`src/rtl/trace_capture_buffer.sv`:
```
// Circular trace buffer that snoops retired-instruction samples, stops a fixed number of
// samples after a PC-match trigger, and drains oldest-first over valid/ready.
// Optional macro TRACE_OVERFLOW_CNT_EN enables the overwritten-sample counter on ovf_cnt.
module trace_capture_buffer #(
  parameter int unsigned DATA_W    = 32,
  parameter int unsigned DEPTH     = 16,
  parameter int unsigned POST_TRIG = 4
) (
  input  logic                     clk,
  input  logic                     rst,
  input  logic                     arm,
  input  logic [DATA_W-1:0]        trig_pc,
  input  logic                     smp_valid,
  input  logic [DATA_W-1:0]        pc,
  input  logic [DATA_W-1:0]        instruction,
  input  logic [DATA_W-1:0]        alu_result,
  input  logic                     mem_write,
  output logic                     rd_valid,
  input  logic                     rd_ready,
  output logic [DATA_W-1:0]        rd_pc,
  output logic [DATA_W-1:0]        rd_instr,
  output logic [DATA_W-1:0]        rd_result,
  output logic                     rd_mem_write,
  output logic                     rd_last,
  output logic [1:0]               state,
  output logic [$clog2(DEPTH):0]   count,
  output logic [15:0]              ovf_cnt
);

  localparam int unsigned PTR_W = $clog2(DEPTH);
  localparam int unsigned CNT_W = PTR_W + 1;
  localparam bit          NO_POST = (POST_TRIG == 0);

  typedef struct packed {
    logic [DATA_W-1:0] pc;
    logic [DATA_W-1:0] instr;
    logic [DATA_W-1:0] result;
    logic              mem_write;
  } entry_t;

  typedef enum logic [1:0] {
    S_IDLE  = 2'b00,
    S_ARMED = 2'b01,
    S_POST  = 2'b10,
    S_DONE  = 2'b11
  } state_e;

  state_e             state_q, state_d;
  logic [PTR_W-1:0]   wr_ptr_q, wr_ptr_d;
  logic [PTR_W-1:0]   rd_ptr_q, rd_ptr_d;
  logic [CNT_W-1:0]   count_q, count_d;
  logic [PTR_W-1:0]   post_cnt_q, post_cnt_d;
  logic               wr_en_c;
  logic               full_c;
  entry_t             wr_entry_c;
  entry_t             rd_entry_c;
  entry_t             mem_q [DEPTH];

  assign full_c     = (count_q == CNT_W'(DEPTH));
  assign wr_entry_c = '{pc: pc, instr: instruction, result: alu_result, mem_write: mem_write};

  // Next-state, pointer and occupancy logic; arm overrides everything else that cycle.
  always_comb begin
    state_d    = state_q;
    wr_ptr_d   = wr_ptr_q;
    rd_ptr_d   = rd_ptr_q;
    count_d    = count_q;
    post_cnt_d = post_cnt_q;
    wr_en_c    = 1'b0;

    if (arm) begin
      state_d    = S_ARMED;
      wr_ptr_d   = '0;
      rd_ptr_d   = '0;
      count_d    = '0;
      post_cnt_d = '0;
    end else begin
      unique case (state_q)
        S_IDLE: ;
        S_ARMED, S_POST: begin
          if (smp_valid) begin
            wr_en_c  = 1'b1;
            wr_ptr_d = wr_ptr_q + PTR_W'(1);
            count_d  = full_c ? count_q : count_q + CNT_W'(1);
            if (state_q == S_ARMED) begin
              if (pc == trig_pc) begin
                post_cnt_d = PTR_W'(POST_TRIG);
                state_d    = NO_POST ? S_DONE : S_POST;
              end
            end else begin
              post_cnt_d = post_cnt_q - PTR_W'(1);
              if (post_cnt_q == PTR_W'(1)) state_d = S_DONE;
            end
            // Oldest retained entry sits count entries behind the write pointer.
            if (state_d == S_DONE) rd_ptr_d = wr_ptr_d - PTR_W'(count_d);
          end
        end
        S_DONE: begin
          if (rd_ready) begin
            rd_ptr_d = rd_ptr_q + PTR_W'(1);
            count_d  = count_q - CNT_W'(1);
            if (count_q == CNT_W'(1)) state_d = S_IDLE;
          end
        end
        default: state_d = S_IDLE;
      endcase
    end
  end

  always_ff @(posedge clk or negedge rst) begin
    if (!rst) begin
      state_q    <= S_IDLE;
      wr_ptr_q   <= '0;
      rd_ptr_q   <= '0;
      count_q    <= '0;
      post_cnt_q <= '0;
    end else begin
      state_q    <= state_d;
      wr_ptr_q   <= wr_ptr_d;
      rd_ptr_q   <= rd_ptr_d;
      count_q    <= count_d;
      post_cnt_q <= post_cnt_d;
    end
  end

  // Sample storage has no reset; contents are only observed after being written.
  always_ff @(posedge clk) begin
    if (wr_en_c) mem_q[wr_ptr_q] <= wr_entry_c;
  end

`ifdef TRACE_OVERFLOW_CNT_EN
  logic [15:0] ovf_q, ovf_d;

  always_comb begin
    ovf_d = ovf_q;
    if (arm) begin
      ovf_d = '0;
    end else if (wr_en_c && full_c && (ovf_q != 16'hFFFF)) begin
      ovf_d = ovf_q + 16'd1;
    end
  end

  always_ff @(posedge clk or negedge rst) begin
    if (!rst) ovf_q <= '0;
    else      ovf_q <= ovf_d;
  end

  assign ovf_cnt = ovf_q;
`else
  assign ovf_cnt = '0;
`endif

  // Readout is a direct array view, forced to zero whenever no entry is offered.
  assign rd_entry_c   = mem_q[rd_ptr_q];
  assign rd_valid     = (state_q == S_DONE);
  assign rd_last      = (state_q == S_DONE) && (count_q == CNT_W'(1));
  assign rd_pc        = rd_valid ? rd_entry_c.pc        : '0;
  assign rd_instr     = rd_valid ? rd_entry_c.instr     : '0;
  assign rd_result    = rd_valid ? rd_entry_c.result    : '0;
  assign rd_mem_write = rd_valid ? rd_entry_c.mem_write : 1'b0;

  assign state = state_q;
  assign count = count_q;

endmodule

```
`config.mk`:
```
export PLATFORM = sky130hd
export DESIGN_NAME = trace_capture_buffer
export DESIGN_NICKNAME = d
export VERILOG_FILES = /design/src/rtl/trace_capture_buffer.sv
export SDC_FILE = /design/constraint.sdc
export NUM_CORES = 1
export LEC_CHECK = 0
export CORE_ASPECT_RATIO = 1.5
export CORE_MARGIN = 1.5
export CORE_UTILIZATION = 44
export DETAILED_ROUTE_END_ITERATION = 16
export DONT_BUFFER_PORTS = 1
export REMOVE_ABC_BUFFERS = 1
export SYNTH_ARGS = -nofsm -noshare
export SYNTH_HDL_FRONTEND = slang
export SYNTH_SLANG_ARGS = --single-unit
```
`constraint.sdc`:
```
create_clock -name clk -period 4.2 [get_ports clk]
set_input_delay 0.63 -clock clk [delete_from_list [all_inputs] [get_ports clk]]
set_output_delay 0.63 -clock clk [all_outputs]
set_load 0.02 [all_outputs]
```
# Word level (Yosys, flattened, before mapping)
# Memory sizes are Yosys's and may differ from the RTL's.
# Index checks and enable logic that the tools add are counted.
# word_totals
mem_bits_rw,1552
register_bits,19
elab_cells,76
mem_count,1
out_inout_bits,122
input_bits,134
# memory_table
name,depth,width,read_ports,rd_clocked_by_memory_dff,write_ports,line,rtl
mem_q,16,97,1,0,1,57,entry_t mem_q [DEPTH];
# classes
n_eq_ne,14
add_sub_neg,6
n_mux,38
n_reduce_logical,11
# ops
operator,count
two-way mux 32 bit,3
two-way mux 4 bit,12
== test 32 bit,1
two-way mux 2 bit,10
two-way mux 5 bit,4
AND reduction 4 bit,3
case mux 5 bit (2 select lines),1
"!= test 3 x 2 -> 1 bit, second input constant",3
"!= test 3 bit, second input constant",3
"adder 4 x 1 -> 4 bit, second input constant",2
case mux 4 bit (2 select lines),1
"== test 2 bit, second input constant",3
two-way mux 1 bit,6
AND reduction 3 bit,2
"adder 5 x 1 -> 5 bit, second input constant",1
"== test 5 x 1 -> 1 bit, second input constant",1
"== test 5 bit, second input constant",1
"subtractor 5 x 1 -> 5 bit, second input constant",1
"== test 4 x 1 -> 1 bit, second input constant",1
case mux 2 bit (2 select lines),1
nonzero test 2 bit,2
"subtractor 4 x 1 -> 4 bit, second input constant",1
subtractor 4 bit,1
nonzero test 3 bit,1
4 further kinds,4

# Longest topological paths before layout
# Gate-level depths: netlist of run 1.
# depth
word_depth,11
ltp_mapped,11
ltp_nobuf,11

# Least setup slack after synthesis of run 1
# OpenSTA, ideal clock, no wires.
# synth_timing
path_type,register -> register
start,register state_q[1] (netlist: state[1])
end,memory mem_q[4][0] (netlist bit) (enable)
setup_ns,0.467
arrival_time_ns,3.823
t_required_ns,3.733
path_buffers,1
path_slack_ns,-0.090
synth_period_minus_slack_ns,4.290
stages_incl_launch_ff,9
cell_sequence,dfrtp_1 -> inv_1 -> ha_1 -> nand2b_1 -> clkbuf_1 -> nor2_1 -> nand2_1 -> nor2_1 -> and2_1
# synth_via
elab_chain_cells,6
word_cells_on_any_way,7
cone_classes,2 x eq/ne; 4 x mux; 1 x reduce/logical
# synth_rtl
item,line,rtl
from (decl),48,"state_e state_q, state_d;"
from (signal assigned),118,state_q <= state_d;
== test 2 x 1 -> 1 bit / == test 2 bit (equally long branches),78,unique case (state_q)
OR reduction 2 bit *,78,
two-way mux 1 bit *,78,
two-way mux 1 bit *,71,if (arm) begin
two-way mux 1 bit *,128,if (wr_en_c) mem_q[wr_ptr_q] <= wr_entry_c;
two-way mux 1 bit (implied by the code) *,128,
to (decl),57,
# Every way passes the cells marked *; elsewhere a longest branch is shown, timed or not.

# Worst setup path in the final report of run 1
# layout_timing
start,register rd_ptr_q[0]
end,output port rd_pc[12]
# layout_via
elab_chain_cells,2
# layout_rtl
item,line,rtl
from (decl),50,"logic [PTR_W-1:0] rd_ptr_q, rd_ptr_d;"
from (signal assigned),120,rd_ptr_q <= rd_ptr_d;
memory read (16 x 97 bit),n/a,
two-way mux 32 bit,157,assign rd_pc = rd_valid ? rd_entry_c.pc : '0;
to (decl),20,"output logic [DATA_W-1:0] rd_pc,"
# Every way passes these cells.

==> out/metrics.cfg, run 1 <==
[global_routing]
grt_overflow=0
grt_pass1_wl_um=209000
grt_max_degree=67
grt_pass1_vias=29300
grtUsageTotal=0.209
antenna_found_initial=16

[cells_and_area]
ff_latch_area_mm2=0.0471
final_cells=4636
drive_gt1_frac=0.294
area.growth.synth_to_final_pct=14.6
utilization=0.507
multiInputGateArea_mm2=0.0130
fin_nets=2904
n_fill_cell=10600

[critical_path]
crit_top_cell=mux4_2
end_kind=output pin
cp_max_fo=66
crit_buf_inv=1
cp-start-kind=flip-flop
rr_worst_depth=6
path_cells=buf_16 -> mux4_2 -> mux4_2 -> and2_1
crit_slowest_cell=dfrtp_4
worst-path-stages=4
cpPeakStageDelay_ns=0.73
crit_arrival_ns=3.43
worstPathRequired_ns=3.57
path_class=flip-flop to output pin
path_delay_family=multiplexers

[timing]
final_max_slew_viol_count=0
tns_ns=0
fin_hold_ws_ns=0.0762
hold_viol=0
tightest_slew_ns=0.972
min_period_ns=4.06
max_freq_ghz=0.246
worst_slew_margin_rel=0.350
fin_skew_ns=0.0290
setup_viol=0
period_share=0.966
rsz0062_at_grt=no
fin_ws_ns=0.142

[detailed_routing]
vias=27100
first_pass_iters=6
routed_wl_um=144000
drt-initial-drc-count=2598
drc=0
ant_nets=0
avgRoutedWirePerCell_um=31.1
viasPerCell=5.85

[flow_run]
drv_cap=0

[clock_network]
clockBufferDepth=3
cts_root_buf=clkbuf_16
cts_buffers=147
h-tree-depth=4
cts_tree=yes
numClockSinks=1571
clk_latency_ns=0.79
clk_pin_slew_worst_paths_ns=0.06

[die]
die_y_um=459
die_w_um=307
ios=256
coreArea_mm2=0.138
initial_utilization=0.442
num_rows=167
die-area_mm2=0.141

[logic_synthesis]
avgSynthCellArea_um2=24.3
ys_seq_elements=1571
ys_types=47
synthFlopType=edfxtp_1
syn_area_mm2=0.0609
synth_edf_count=1552
synth_cells=2508
synthArstFlopShare=0.0121
yosysWarnings=0
synth_seq_area_share=0.773

[placement]
io_buffers=0
dpl.cell_count=4278
dp_hpwl_um=80200
dp_worst_setup_slack_ns=0.740
gp_congestion=0.739

[status]
status=complete, no violations

[power_and_ir_drop]
ir_worst_vdd_mv=0.428
leakage_nw=21.4
power_density_mw_per_mm2=538

[worst_hold_path]
hold_path_depth=2
hold_path_class=input pin to flip-flop

cell type report:
cell class,instances,share of cell area
clock inverter,74,0.00939
timing repair buffer,227,0.0409
sequential,1571,0.675
tap,1774,0.0318
clock buffer,183,0.0556
multi-input combinational,793,0.187
inverter,13,0.000699
antenna,1,0.0000359
path summary, 6_finish.rpt:
check / from / endpoint / slack (ns)
worst max-delay path: rd_ptr_q[0] / rd_pc[12] / 0.14
worst min register to register: post_cnt_q[2] / post_cnt_q[2] / 0.58
max in group asynchronous: rst / rd_ptr_q[0] / 3.04
worst max register to register: state[1] / mem_q[2][82] / 0.81
min in group asynchronous: rst / count[3] / 0.45
worst min-delay path: arm / count[0] / 0.08
power breakdown:
part,total [mW],switching (mW),internal [mW]
clock,12.8,5.69,7.07
sequential,17.7,0.345,17.4
combinational,7.09,3.18,3.91
kinds of logic after synthesis:
logic type	count (synthesis)	synth area share
adder cells (fa/ha/maj)	17	0.00361
XOR/XNOR	44	0.00655
AO/OA/AOI/OAI	42	0.00427
flip-flops	1571	0.773
multiplexers	489	0.180
buffers and inverters	159	0.0150
other	1	0.0000616
AND/OR/NAND/NOR	185	0.0177
through the flow:
step	cell area [um2]	total power [mW]
global route	69800	38.9
detailed placement	64200	25.0
finish	69800	37.6
global placement	64200	24.9
floorplan	60100	23.1
CTS	69800	38.0
flip-flops by register name, indices dropped and copies added, names as in the netlist:
name and flops:
post_cnt_q 4, rd_ptr_q 4, count 5, wr_ptr_q 4
state 2, mem_q 1552
layer usage:
metal | GRT usage | part of all wire
met1 | 0.277 | 0.40
met2 | 0.356 | 0.51
met3 | 0.0427 | 0.063
met4 | 0.0515 | 0.019
met5 | 0 | 0.00065
worst register-to-register path, cell delays in order (launching register included):
cell	delay (ns)
dfrtp_1	0.60
inv_1	0.09
ha_1	0.36
nand2b_1	0.32
nor4_1	0.59
and2_4	0.78
buf_4	0.35
timing repair:
item,CTS,global route
hold buffers,99,0
resized for setup,0,1
hold endpoints to repair,1584,0
setup buffers,1,0
setup endpoints to repair,33,8
placed cells by master, fill, tap and decap left out, types with 3 or more instances in the layout:
| cell | n |
|---|---|
| nor2_1 | 15 |
| dfrtp_1 | 15 |
| ha_1 | 15 |
| and2_1 | 98 |
| nor4_1 | 11 |
| and2_4 | 16 |
| buf_4 | 56 |
| dfrtp_4 | 4 |
| mux4_2 | 485 |
| nor3_1 | 5 |
| nand2_1 | 16 |
| clkinvlp_4 | 7 |
| clkbuf_16 | 150 |
| clkinv_8 | 3 |
| clkinv_4 | 6 |
| buf_12 | 70 |
| edfxtp_1 | 1552 |
| clkinv_1 | 23 |
| dlygate4sd3_1 | 99 |
| clkbuf_1 | 33 |
| nand2b_1 | 3 |
| clkinv_2 | 17 |
| conb_1 | 16 |
| nand3_1 | 4 |
| mux2_2 | 3 |
| or2_2 | 3 |
| a21oi_1 | 14 |
| inv_6 | 9 |
| inv_1 | 13 |
| o31ai_1 | 5 |
| xnor2_1 | 6 |
| xor2_1 | 37 |
| o21ai_0 | 10 |
| bufinv_16 | 8 |
Yosys cell counts (2+ instances only):
cell	number	area, um2
a21oi_1	14	70.1
a31oi_1	2	12.5
and2_1	114	713
and3_1	2	12.5
buf_1	27	101
buf_2	3	15.0
buf_4	34	255
buf_6	25	282
clkbuf_1	57	214
dfrtp_1	19	475
edfxtp_1	1552	46600
ha_1	16	200
inv_1	13	48.8
mux2_2	3	33.8
mux4_2	485	10900
nand2_1	16	60.1
nand2b_1	3	18.8
nand3_1	4	20.0
nand4_1	2	12.5
nor2_1	15	56.3
nor2b_1	2	12.5
nor3_1	5	25.0
nor4_1	11	68.8
nor4b_1	2	17.5
o21a_1	2	15.0
o21ai_0	10	50.1
o31ai_1	5	37.5
or2_2	3	18.8
or3_1	2	12.5
or4_1	2	15.0
xnor2_1	6	52.6
xor2_1	37	324
No activity file was read; power rests on OpenSTA's default activity.
==> inputs of run 2 (changes only) <==
--- a/config.mk
+++ b/config.mk
@@ -5,6 +5,7 @@
 export SDC_FILE = /design/constraint.sdc
 export NUM_CORES = 1
 export LEC_CHECK = 0
+export ABC_AREA = 1
 export CORE_ASPECT_RATIO = 1.5
 export CORE_MARGIN = 1.5
 export CORE_UTILIZATION = 44
==> out/metrics.cfg, run 2 <==
[status]
status=complete, no violations

[detailed_routing]
ant_nets=0
drt-initial-drc-count=3888
first_pass_iters=6
drc=0
viasPerCell=5.93
avgRoutedWirePerCell_um=25.7
routed_wl_um=168000
vias=38800

[logic_synthesis]
synthTopCellsByCount=1552 x edfxtp_1, 812 x nor2_1, 769 x o21ai_0
synthFlopType=edfxtp_1
synth_cells=4451
avgSynthCellArea_um2=13.9
synth_top_area_frac=0.751
ys_seq_elements=1571
synth.area.top_cells=edfxtp_1 75%, o21ai_0 6.2%, nor2_1 4.9%, o221ai_1 4.0%, clkbuf_1 1.4%
synth.most_common_cell=edfxtp_1
synth_edf_count=1552
synth_seq_area_share=0.759
yosysWarnings=0
synthArstFlopShare=0.0121
ys_types=33
syn_area_mm2=0.0620
synth_top_cell_by_area=edfxtp_1

[critical_path]
worstPathRequired_ns=3.57
path_delay_family=buffers and inverters
cpPeakStageDelay_ns=0.57
cp-start-kind=flip-flop
crit_top_cell=buf_4
end_kind=output pin
crit_buf_inv=4
crit_arrival_ns=3.39
path_class=flip-flop to output pin
cp_max_fo=68
path_cells=inv_8 -> buf_4 -> buf_4 -> o21ai_0 -> o221ai_1 -> nand3_1 -> a21oi_1 -> buf_4
crit_slowest_cell=dfrtp_4

[cells_and_area]
mostFrequentLayoutCell=edfxtp_1
drive_gt1_frac=0.0898
design_area_mm2=0.0707
largest_reg_flops=1552
utilization=0.506
fin_nets=4704
regMostFlops=mem_q
layout_common_cells=1552 x edfxtp_1, 796 x nor2_1, 769 x o21ai_0
n_fill_cell=11700
area.growth.synth_to_final_pct=13.9

[worst_hold_path]
hold_path_class=input pin to flip-flop

[clock_network]
cts_tree=yes
cts_setup_buffers=0
clk_pin_slew_worst_paths_ns=0.06
h-tree-depth=4
cts_root_buf=clkbuf_16
clockBufferDepth=3
numClockSinks=1571
cts_buffers=149
clk_latency_ns=0.79

[timing]
setup_viol=0
hold_viol=0
period_share=0.958
min_period_ns=4.02
worst_slew_margin_rel=0.267
tightest_slew_ns=1.10
rsz0062_at_grt=no
final_max_slew_viol_count=0
fin_skew_ns=0.0294
max_freq_ghz=0.249

[placement]
dp_hpwl_um=82800
io_buffers=0
gp_congestion=0.774
placed_cell_area_mm2=0.0650

[die]
coreArea_mm2=0.140
die-area_mm2=0.143
die_y_um=463
die_w_um=310
initial_utilization=0.444
ios=256
num_rows=168

[power_and_ir_drop]
power_density_mw_per_mm2=579
leakage_nw=22.3
ir_worst_vdd_mv=0.673

[global_routing]
grt_max_degree=149
grt_overflow=0
grt_pass1_wl_um=248000
grtUsageTotal=0.233
antenna_found_initial=12
grt_pass1_vias=38200

[flow_run]
drv_cap=0

==> run 2: metrics by stage <==
| stage | setup slack, ns | hold WS [ns] | power (mW) | TNS, ns | std cells |
|---|---|---|---|---|---|
| 2_1_floorplan | -20.42 | 0.334 | 23.9 | -4978.31 | 4114 |
| 6_report | 0.177 | 0.0856 | 40.9 | 0 | 6541 |
| 4_1_cts | 0.0941 | 0.0251 | 41.2 | 0 | 6536 |
| 3_3_place_gp | 0.925 | 0.335 | 27.8 | 0 | 6173 |
| 5_1_grt | 0.0515 | 0.0636 | 42.7 | 0 | 6538 |
| 3_5_place_dp | 0.936 | 0.335 | 27.9 | 0 | 6173 |
==> run 2: report_power, final <==
| group | leakage (nW) | total [mW] | internal, mW | switching [mW] |
|---|---|---|---|---|
| clock network | 2.27 | 13.0 | 7.27 | 5.76 |
| logic | 5.77 | 9.93 | 2.97 | 6.96 |
| registers | 14.2 | 18.0 | 17.7 | 0.299 |
| total | 22.3 | 40.9 | 27.9 | 13.0 |
==> run 2: worst paths after layout <==
check	start	end	slack, ns	depth (start not counted)
min reg2reg	post_cnt_q[1]	post_cnt_q[1]	0.54	2
max in group asynchronous	rst	rd_ptr_q[2]	3.04	1
max	rd_ptr_q[1]	rd_result[27]	0.18	8
min in group asynchronous	rst	count[1]	0.44	1
min	arm	post_cnt_q[0]	0.09	2
max reg2reg	state[1]	mem_q[4][58]	0.97	9
==> run 2: worst register-to-register path, cell delays in order, from the launching register on <==
cell,delay (ns)
dfrtp_1,0.52
inv_1,0.08
ha_1,0.32
nor2_1,0.22
inv_1,0.08
nor2_1,0.38
nand2_1,0.35
nor2_4,0.49
buf_12,0.24
buf_12,0.22
==> run 2: kinds of logic (layout without fill, tap and decap cells) <==
family                   after synthesis  after routing  synth area share
buffers and inverters                408            608            0.0317
XOR/XNOR                              30             30           0.00424
other                                  1             21         0.0000605
AO/OA/AOI/OAI                       1406           1406             0.137
flip-flops                          1571           1571             0.759
AND/OR/NAND/NOR                     1018           1018            0.0640
adder cells (fa/ha/maj)               17             17           0.00355
==> run 2: what timing repair did <==
item                       in CTS  in global routing
gates resized for setup         0                  5
hold buffers                   99                  0
setup endpoints to repair       0                  9
hold endpoints to repair     1573                  0
==> run 2: layout make-up <==
type | count | area (um2) | share of cell area
Sequential cell | 1571 | 47100 | 0.666
Multi-Input combinational cell | 2487 | 13200 | 0.186
Clock buffer | 176 | 3870 | 0.0548
Timing Repair Buffer | 288 | 3160 | 0.0448
Tap cell | 1870 | 2340 | 0.0331
Clock inverter | 88 | 766 | 0.0108
Inverter | 56 | 259 | 0.00366
Antenna cell | 5 | 12.5 | 0.000177
==> run 2: per-layer routing <==
metal,part of all wire,track usage,vias to the layer above
met4,0.022,0.0656,10
met1,0.41,0.312,19800
met2,0.49,0.385,1466
met3,0.076,0.0474,263
met5,0.00030,0,-
li1,-,-,17200
